$ cat src/rtl/a2d_scan_sched.sv
// a2d_scan_sched
// Conversion scheduler for the A2D SPI interface. A period timer starts a
// scan of the channels enabled in i_ch_mask. Each scan walks the enabled
// channels in ascending order and issues one conversion at a time over the
// strt_cnv / chnnl / cnv_cmplt handshake. A one-shot request port has
// priority over the scan. Completed results are stored in an 8-entry result
// file that is read combinationally.
//
// Ports
//   i_clk, i_rst      clock, synchronous active-high reset
//   i_en              enable periodic scanning
//   i_ch_mask         channels included in a scan (latched at scan start)
//   o_strt_cnv        one-cycle conversion start
//   o_chnnl           channel of the current / last conversion
//   i_cnv_cmplt       conversion complete (ignored outside CONV)
//   i_res             conversion result
//   i_req             one-shot request, held until o_req_ack
//   i_req_chnnl       requested channel
//   o_req_ack         one-cycle pulse: request conversion started
//   o_req_vld         one-cycle pulse: o_req_res valid
//   o_req_res         result of the last request conversion
//   i_rd_chnnl        result file read address
//   o_rd_res          stored result for i_rd_chnnl
//   o_res_vld         per-channel sticky "written since reset"
//   o_scan_done       one-cycle pulse: scan finished
//   o_busy            conversion in flight
//   o_overrun         sticky: scan tick dropped (cleared by reset or en=0)
//   o_tmo_err         one-cycle pulse: conversion abandoned on timeout
module a2d_scan_sched #(
    parameter int SCAN_PERIOD = 4096,
    parameter int TIMEOUT     = 65535
) (
    input  logic        i_clk,
    input  logic        i_rst,
    input  logic        i_en,
    input  logic [7:0]  i_ch_mask,
    output logic        o_strt_cnv,
    output logic [2:0]  o_chnnl,
    input  logic        i_cnv_cmplt,
    input  logic [11:0] i_res,
    input  logic        i_req,
    input  logic [2:0]  i_req_chnnl,
    output logic        o_req_ack,
    output logic        o_req_vld,
    output logic [11:0] o_req_res,
    input  logic [2:0]  i_rd_chnnl,
    output logic [11:0] o_rd_res,
    output logic [7:0]  o_res_vld,
    output logic        o_scan_done,
    output logic        o_busy,
    output logic        o_overrun,
    output logic        o_tmo_err
);

    localparam int PW = $clog2(SCAN_PERIOD);
    localparam int TW = $clog2(TIMEOUT + 1);

    typedef enum logic {S_IDLE, S_CONV} state_t;

    state_t      r_state;
    state_t      w_state_nxt;

    logic [PW-1:0] r_tmr;
    logic [TW-1:0] r_wdog;
    logic          r_scan_act;
    // Channels of the current scan not yet converted; the lowest set bit is
    // the scan pointer.
    logic [7:0]    r_rem;
    logic          r_overrun;
    logic          r_is_req;
    logic          r_strt;
    logic [2:0]    r_chnnl;
    logic          r_req_ack;
    logic          r_req_vld;
    logic [11:0]   r_req_res;
    logic [11:0]   r_file [8];
    logic [7:0]    r_res_vld;
    logic          r_scan_done;
    logic          r_tmo;

    logic          w_tick;
    logic          w_scan_ok;
    logic          w_has_ch;
    logic [2:0]    w_nxt_ch;
    logic          w_start;
    logic          w_start_req;
    logic [2:0]    w_start_ch;
    logic          w_scan_fin;
    logic          w_cmplt;
    logic          w_tmo;
    logic          w_conv_end;
    logic          w_scan_load;

    assign w_tick      = i_en && (r_tmr == PW'(SCAN_PERIOD - 1));
    // Scan starts are gated by i_en so a falling en never launches another
    // scan channel, even in the cycle before scan_act clears.
    assign w_scan_ok   = r_scan_act && i_en;
    assign w_has_ch    = |r_rem;
    assign w_scan_load = w_tick && !r_scan_act;
    assign w_conv_end  = w_cmplt || w_tmo;

    always_comb begin
        w_nxt_ch = 3'd0;
        for (int i = 7; i >= 0; i--) begin
            if (r_rem[i]) w_nxt_ch = 3'(i);
        end
    end

    always_ff @(posedge i_clk) begin
        if (i_rst) r_state <= S_IDLE;
        else       r_state <= w_state_nxt;
    end

    always_comb begin
        w_state_nxt = r_state;
        w_start     = 1'b0;
        w_start_req = 1'b0;
        w_start_ch  = r_chnnl;
        w_scan_fin  = 1'b0;
        w_cmplt     = 1'b0;
        w_tmo       = 1'b0;
        case (r_state)
            S_IDLE: begin
                if (i_req) begin
                    w_start     = 1'b1;
                    w_start_req = 1'b1;
                    w_start_ch  = i_req_chnnl;
                    w_state_nxt = S_CONV;
                end else if (w_scan_ok && w_has_ch) begin
                    w_start     = 1'b1;
                    w_start_ch  = w_nxt_ch;
                    w_state_nxt = S_CONV;
                end else if (w_scan_ok) begin
                    w_scan_fin  = 1'b1;
                end
            end
            S_CONV: begin
                // Watchdog is 0 in the strt_cnv cycle, so the abandon
                // decision lands TIMEOUT-1 cycles later and tmo_err appears
                // TIMEOUT cycles after strt_cnv.
                if (i_cnv_cmplt) begin
                    w_cmplt     = 1'b1;
                    w_state_nxt = S_IDLE;
                end else if (r_wdog == TW'(TIMEOUT - 1)) begin
                    w_tmo       = 1'b1;
                    w_state_nxt = S_IDLE;
                end
            end
            default: w_state_nxt = S_IDLE;
        endcase
    end

    always_ff @(posedge i_clk) begin
        if (i_rst) begin
            r_tmr       <= '0;
            r_wdog      <= '0;
            r_scan_act  <= 1'b0;
            r_rem       <= '0;
            r_overrun   <= 1'b0;
            r_is_req    <= 1'b0;
            r_strt      <= 1'b0;
            r_chnnl     <= 3'd0;
            r_req_ack   <= 1'b0;
            r_req_vld   <= 1'b0;
            r_req_res   <= '0;
            r_res_vld   <= '0;
            r_scan_done <= 1'b0;
            r_tmo       <= 1'b0;
            for (int i = 0; i < 8; i++) r_file[i] <= '0;
        end else begin
            r_strt      <= w_start;
            r_req_ack   <= w_start_req;
            r_scan_done <= w_scan_fin;
            r_tmo       <= w_tmo;
            r_req_vld   <= w_cmplt && r_is_req;

            if (w_start) begin
                r_chnnl  <= w_start_ch;
                r_is_req <= w_start_req;
                r_wdog   <= '0;
            end else if (r_state == S_CONV) begin
                r_wdog   <= r_wdog + TW'(1);
            end

            if (w_cmplt) begin
                r_file[r_chnnl]    <= i_res;
                r_res_vld[r_chnnl] <= 1'b1;
                if (r_is_req) r_req_res <= i_res;
            end

            if (!i_en || w_tick) r_tmr <= '0;
            else                 r_tmr <= r_tmr + PW'(1);

            // Tick and completion in the same cycle both take effect; the
            // tick tests the pre-cycle scan_act.
            if (!i_en)            r_scan_act <= 1'b0;
            else if (w_scan_load) r_scan_act <= 1'b1;
            else if (w_scan_fin)  r_scan_act <= 1'b0;

            if (w_scan_load)                  r_rem          <= i_ch_mask;
            else if (w_conv_end && !r_is_req) r_rem[r_chnnl] <= 1'b0;

            if (!i_en)                      r_overrun <= 1'b0;
            else if (w_tick && r_scan_act)  r_overrun <= 1'b1;
        end
    end

    assign o_strt_cnv  = r_strt;
    assign o_chnnl     = r_chnnl;
    assign o_req_ack   = r_req_ack;
    assign o_req_vld   = r_req_vld;
    assign o_req_res   = r_req_res;
    assign o_rd_res    = r_file[i_rd_chnnl];
    assign o_res_vld   = r_res_vld;
    assign o_scan_done = r_scan_done;
    assign o_busy      = (r_state == S_CONV);
    assign o_overrun   = r_overrun;
    assign o_tmo_err   = r_tmo;

endmodule

$ cat config.mk
export PLATFORM = sky130hd
export DESIGN_NAME = a2d_scan_sched
export DESIGN_NICKNAME = d
export VERILOG_FILES = /design/src/rtl/a2d_scan_sched.sv
export SDC_FILE = /design/constraint.sdc
export NUM_CORES = 1
export LEC_CHECK = 0
export CORE_MARGIN = 1
export CORE_UTILIZATION = 45
export CTS_BUF_LIST = sky130_fd_sc_hd__clkbuf_4
export CTS_CLUSTER_DIAMETER = 30
export DETAILED_ROUTE_END_ITERATION = 10
export GPL_TIMING_DRIVEN = 0
export PLACE_DENSITY_LB_ADDON = 0.12
export SYNTH_ARGS = -nofsm -noshare
export SYNTH_HDL_FRONTEND = slang
export SYNTH_SLANG_ARGS = --single-unit
export TNS_END_PERCENT = 5
$ cat constraint.sdc
create_clock -name i_clk -period 2.26 [get_ports i_clk]
set_input_delay 0.226 -clock i_clk [delete_from_list [all_inputs] [get_ports i_clk]]
set_output_delay 0.226 -clock i_clk [all_outputs]
set_load 0.005 [all_outputs]
==> results.py <==
metrics = {
    "critical_path": {
        "cpMaxStageDelayCell": "mux4_2",
        "cp-end-kind": "primary output",
        "reg2reg_slack_ps": 180,
        "cp.arrival_ps": 1960,
        "crit_fanout": 1,
        "slowest_delay_ps": 480,
        "startpoint_type": "flip-flop",
        "regToRegStartpoint": "o_busy",
        "crit_path_cell_trace": "mux4_2, mux2_2, dlygate4sd2_1",
        "crit_required_ps": 2030,
        "startpoint": "r_file[0][3]",
        "critPathKind": "reg -> out",
    },
    "synth": {
        "syn_inst": 568,
        "synth_area_leaders": "edfxtp_1 41%, dfxtp_1 19%, and2_1 8.6%",
        "ys_ff_latch": 164,
        "synth.distinct_cells": 42,
        "ys_warn_count": 0,
        "syn_area_um2": 7040,
        "synth_top_area_cell": "edfxtp_1",
        "synth_top_area_share_pct": 40.9,
        "synth_area_per_cell_um2": 12.4,
        "seq_area_frac_synth_pct": 60.3,
        "syn-num-nets": 602,
    },
    "timing": {
        "period_share_pct": 96.6,
        "finalSetupViolCount": 0,
        "final_hold_viol_count": 0,
        "timing.fmax_ghz": 0.458,
        "slew_viol_final": 0,
        "fin_skew_ps": 11.3,
        "setup_tns_ps": 0,
        "worst_pin_slew_ps": 679,
        "maxSlewHeadroom_pct": 54.4,
        "rsz0062_at_grt": "true",
        "finalCriticalPeriod_ps": 2180,
        "fin_ws_ps": 76.4,
    },
    "routing": {
        "drc": 0,
        "wl_per_cell_um": 17.8,
        "dr.pass1.iters": 4,
        "num_vias": 4520,
        "drt-initial-drc-count": 432,
        "ant_nets": 0,
        "via_per_inst": 5.09,
        "routed_wl_mm": 15.8,
    },
    "final_layout": {
        "final_cell_mix": "97 x and2_1, 96 x edfxtp_1, 68 x dfxtp_1, 57 x clkdlybuf4s50_1, 51 x nor2_1",
        "synthToLayoutAreaGrowth_pct": 19.8,
        "nFillCells": 1321,
        "seq_area_um2": 4240,
        "fin_nets": 696,
        "final_common_cell": "and2_1",
        "multi_input_area_um2": 2670,
        "drive_gt1_share_pct": 13.5,
    },
    "global_route": {
        "grt_pass1_wl_mm": 25.5,
        "grt.total_usage_pct": 21.2,
        "antenna_found_initial": 1,
        "grt_max_degree": 17,
        "globalRoute.totalOverflow": 0,
        "grt_pass1_vias": 4669,
    },
    "place": {
        "place.gp.congestion": 0.876,
        "hpwlAfterDp_mm": 11.2,
        "place_ws_ps": -388,
        "io_buffers": 69,
    },
    "cts": {
        "cts_sinks": 164,
        "cts_buffers": 17,
        "htreeDepth": 4,
        "holdBufCountCts": 0,
        "cts_tree": "done",
        "post_cts_buffers": 0,
        "path_clk_slew_ps": 130,
        "worstSkewPairLatency_ps": 530,
        "cts-root-buf": "clkbuf_4",
        "clockBufferDepth": 2,
    },
    "run": {
        "drv_cap": 0,
    },
    "floorplanning": {
        "fp-row-count": 45,
        "die_w_um": 127,
        "ios": 73,
        "die_y_um": 127,
        "floorplan.initialDensity_pct": 46.2,
        "die_area_um2": 16200,
        "core_um2": 15300,
    },
    "power_and_ir_drop": {
        "ir_drop_mv": 0.536,
        "p_leak_uw": 0.00305,
        "p_per_area_nw_per_um2": 674,
    },
    "status": {
        "status": "finished, final reports clean",
    },
    "min_path": {
        "holdCritStartpoint": "i_req",
        "min_path_type": "in -> reg",
    },
}
## routing by layer
metal	GRT usage [%]	up-vias	routed length [um]	share of wire, %
li1	-	2224	-	-
met3	4.52	12	670	4.2
met4	6.72	0	193	1.2
met2	36.0	96	7990	51
met5	0	-	0	0
met1	27.3	2188	6940	44
## power breakdown
group	switching (uW)	total (uW)	internal (uW)	leakage [uW]
Clock	978	1960	979	0.000182
Combinational	236	464	227	0.00133
Sequential	33.4	3270	3240	0.00154
## through the flow
step	std cells	hold slack (ps)	utilization, %	total power [uW]	instance area, um^2
floorplan	568	305	-	3550	7040
global placement	848	442	52.4	3790	8000
detailed placement	854	447	52.9	3810	8070
CTS	886	139	55.1	5740	8410
global route	888	145	55.3	5890	8440
finish	888	185	55.3	5690	8440
## synth_stat cells
cell type,instances
and2_1,97
edfxtp_1,96
dfxtp_1,68
nor2_1,51
nand2_1,39
clkbuf_1,24
mux4_2,24
a21oi_1,18
xnor2_1,14
nand3_1,13
mux2_2,12
xor2_1,11
inv_1,10
a21o_1,8
mux2i_1,7
o21ai_0,7
a211oi_1,6
nand4_1,6
nor3_1,6
nor4_1,6
and3_1,5
and4_1,4
buf_2,4
a221oi_1,3
a311oi_1,3
ha_1,3
nor2b_1,3
or2_2,3
nand2b_1,2
nor4_2,2
o31ai_1,2
a2111oi_0,1
a31o_2,1
and3b_2,1
buf_1,1
buf_8,1
clkinv_1,1
nand3b_1,1
nand4_2,1
o21ai_2,1
o41ai_1,1
or4_1,1
## registers in the layout, indices dropped and copies added (netlist names)
register     cells
r_scan_act       1
r_wdog          16
o_res_vld        8
o_overrun        1
o_tmo_err        1
r_is_req         1
o_req_res       12
o_chnnl          3
o_scan_done      1
r_file          96
o_req_ack        1
o_req_vld        1
r_rem            8
o_busy           1
o_strt_cnv       1
r_tmr           12
## cell type report
cell class / count / share of cell area [%]
clock buffers: 18 / 1.60
diodes: 2 / 0.0593
repair buffers: 75 / 8.94
plain buffers: 30 / 1.66
well taps: 211 / 3.13
multi-input cells: 363 / 31.6
clock inverters: 14 / 2.25
flip-flops and latches: 164 / 50.3
inverters: 11 / 0.489
## kinds of logic (layout without fill, tap and decap cells)
kind of cell | count (synthesis) | count (layout) | synth area share [%]
and+or+nand+nor | 241 | 241 | 18.4
AOI/OAI and AO/OA | 51 | 51 | 4.73
xor gates and xnor gates | 25 | 25 | 3.11
muxes | 43 | 43 | 10.6
adders and majority gates | 3 | 3 | 0.533
other | 0 | 2 | 0
DFF | 164 | 164 | 60.3
buffers and inverters | 41 | 148 | 2.42
## worst max-delay path, delay by kind of cell, from the launching register on
kind,cells,cell delay [ps]
mux,2,750
flops,1,410
buf+inv,1,260
## worst paths after layout
| kind | endpoint | depth (start not counted) |
|---|---|---|
| worst max register to register | o_req_res[7] | 5 |
| worst max-delay path | o_rd_res[3] | 3 |
| worst min-delay path | o_req_ack | 2 |
| worst min register to register | o_req_res[3] | 2 |
## repair_timing
action / in CTS / in global routing
pin swaps: 0 / 0
endpoints found under the setup margin: 12 / 27
resized for setup: 28 / 11
No activity file was read; power rests on OpenSTA's default activity.
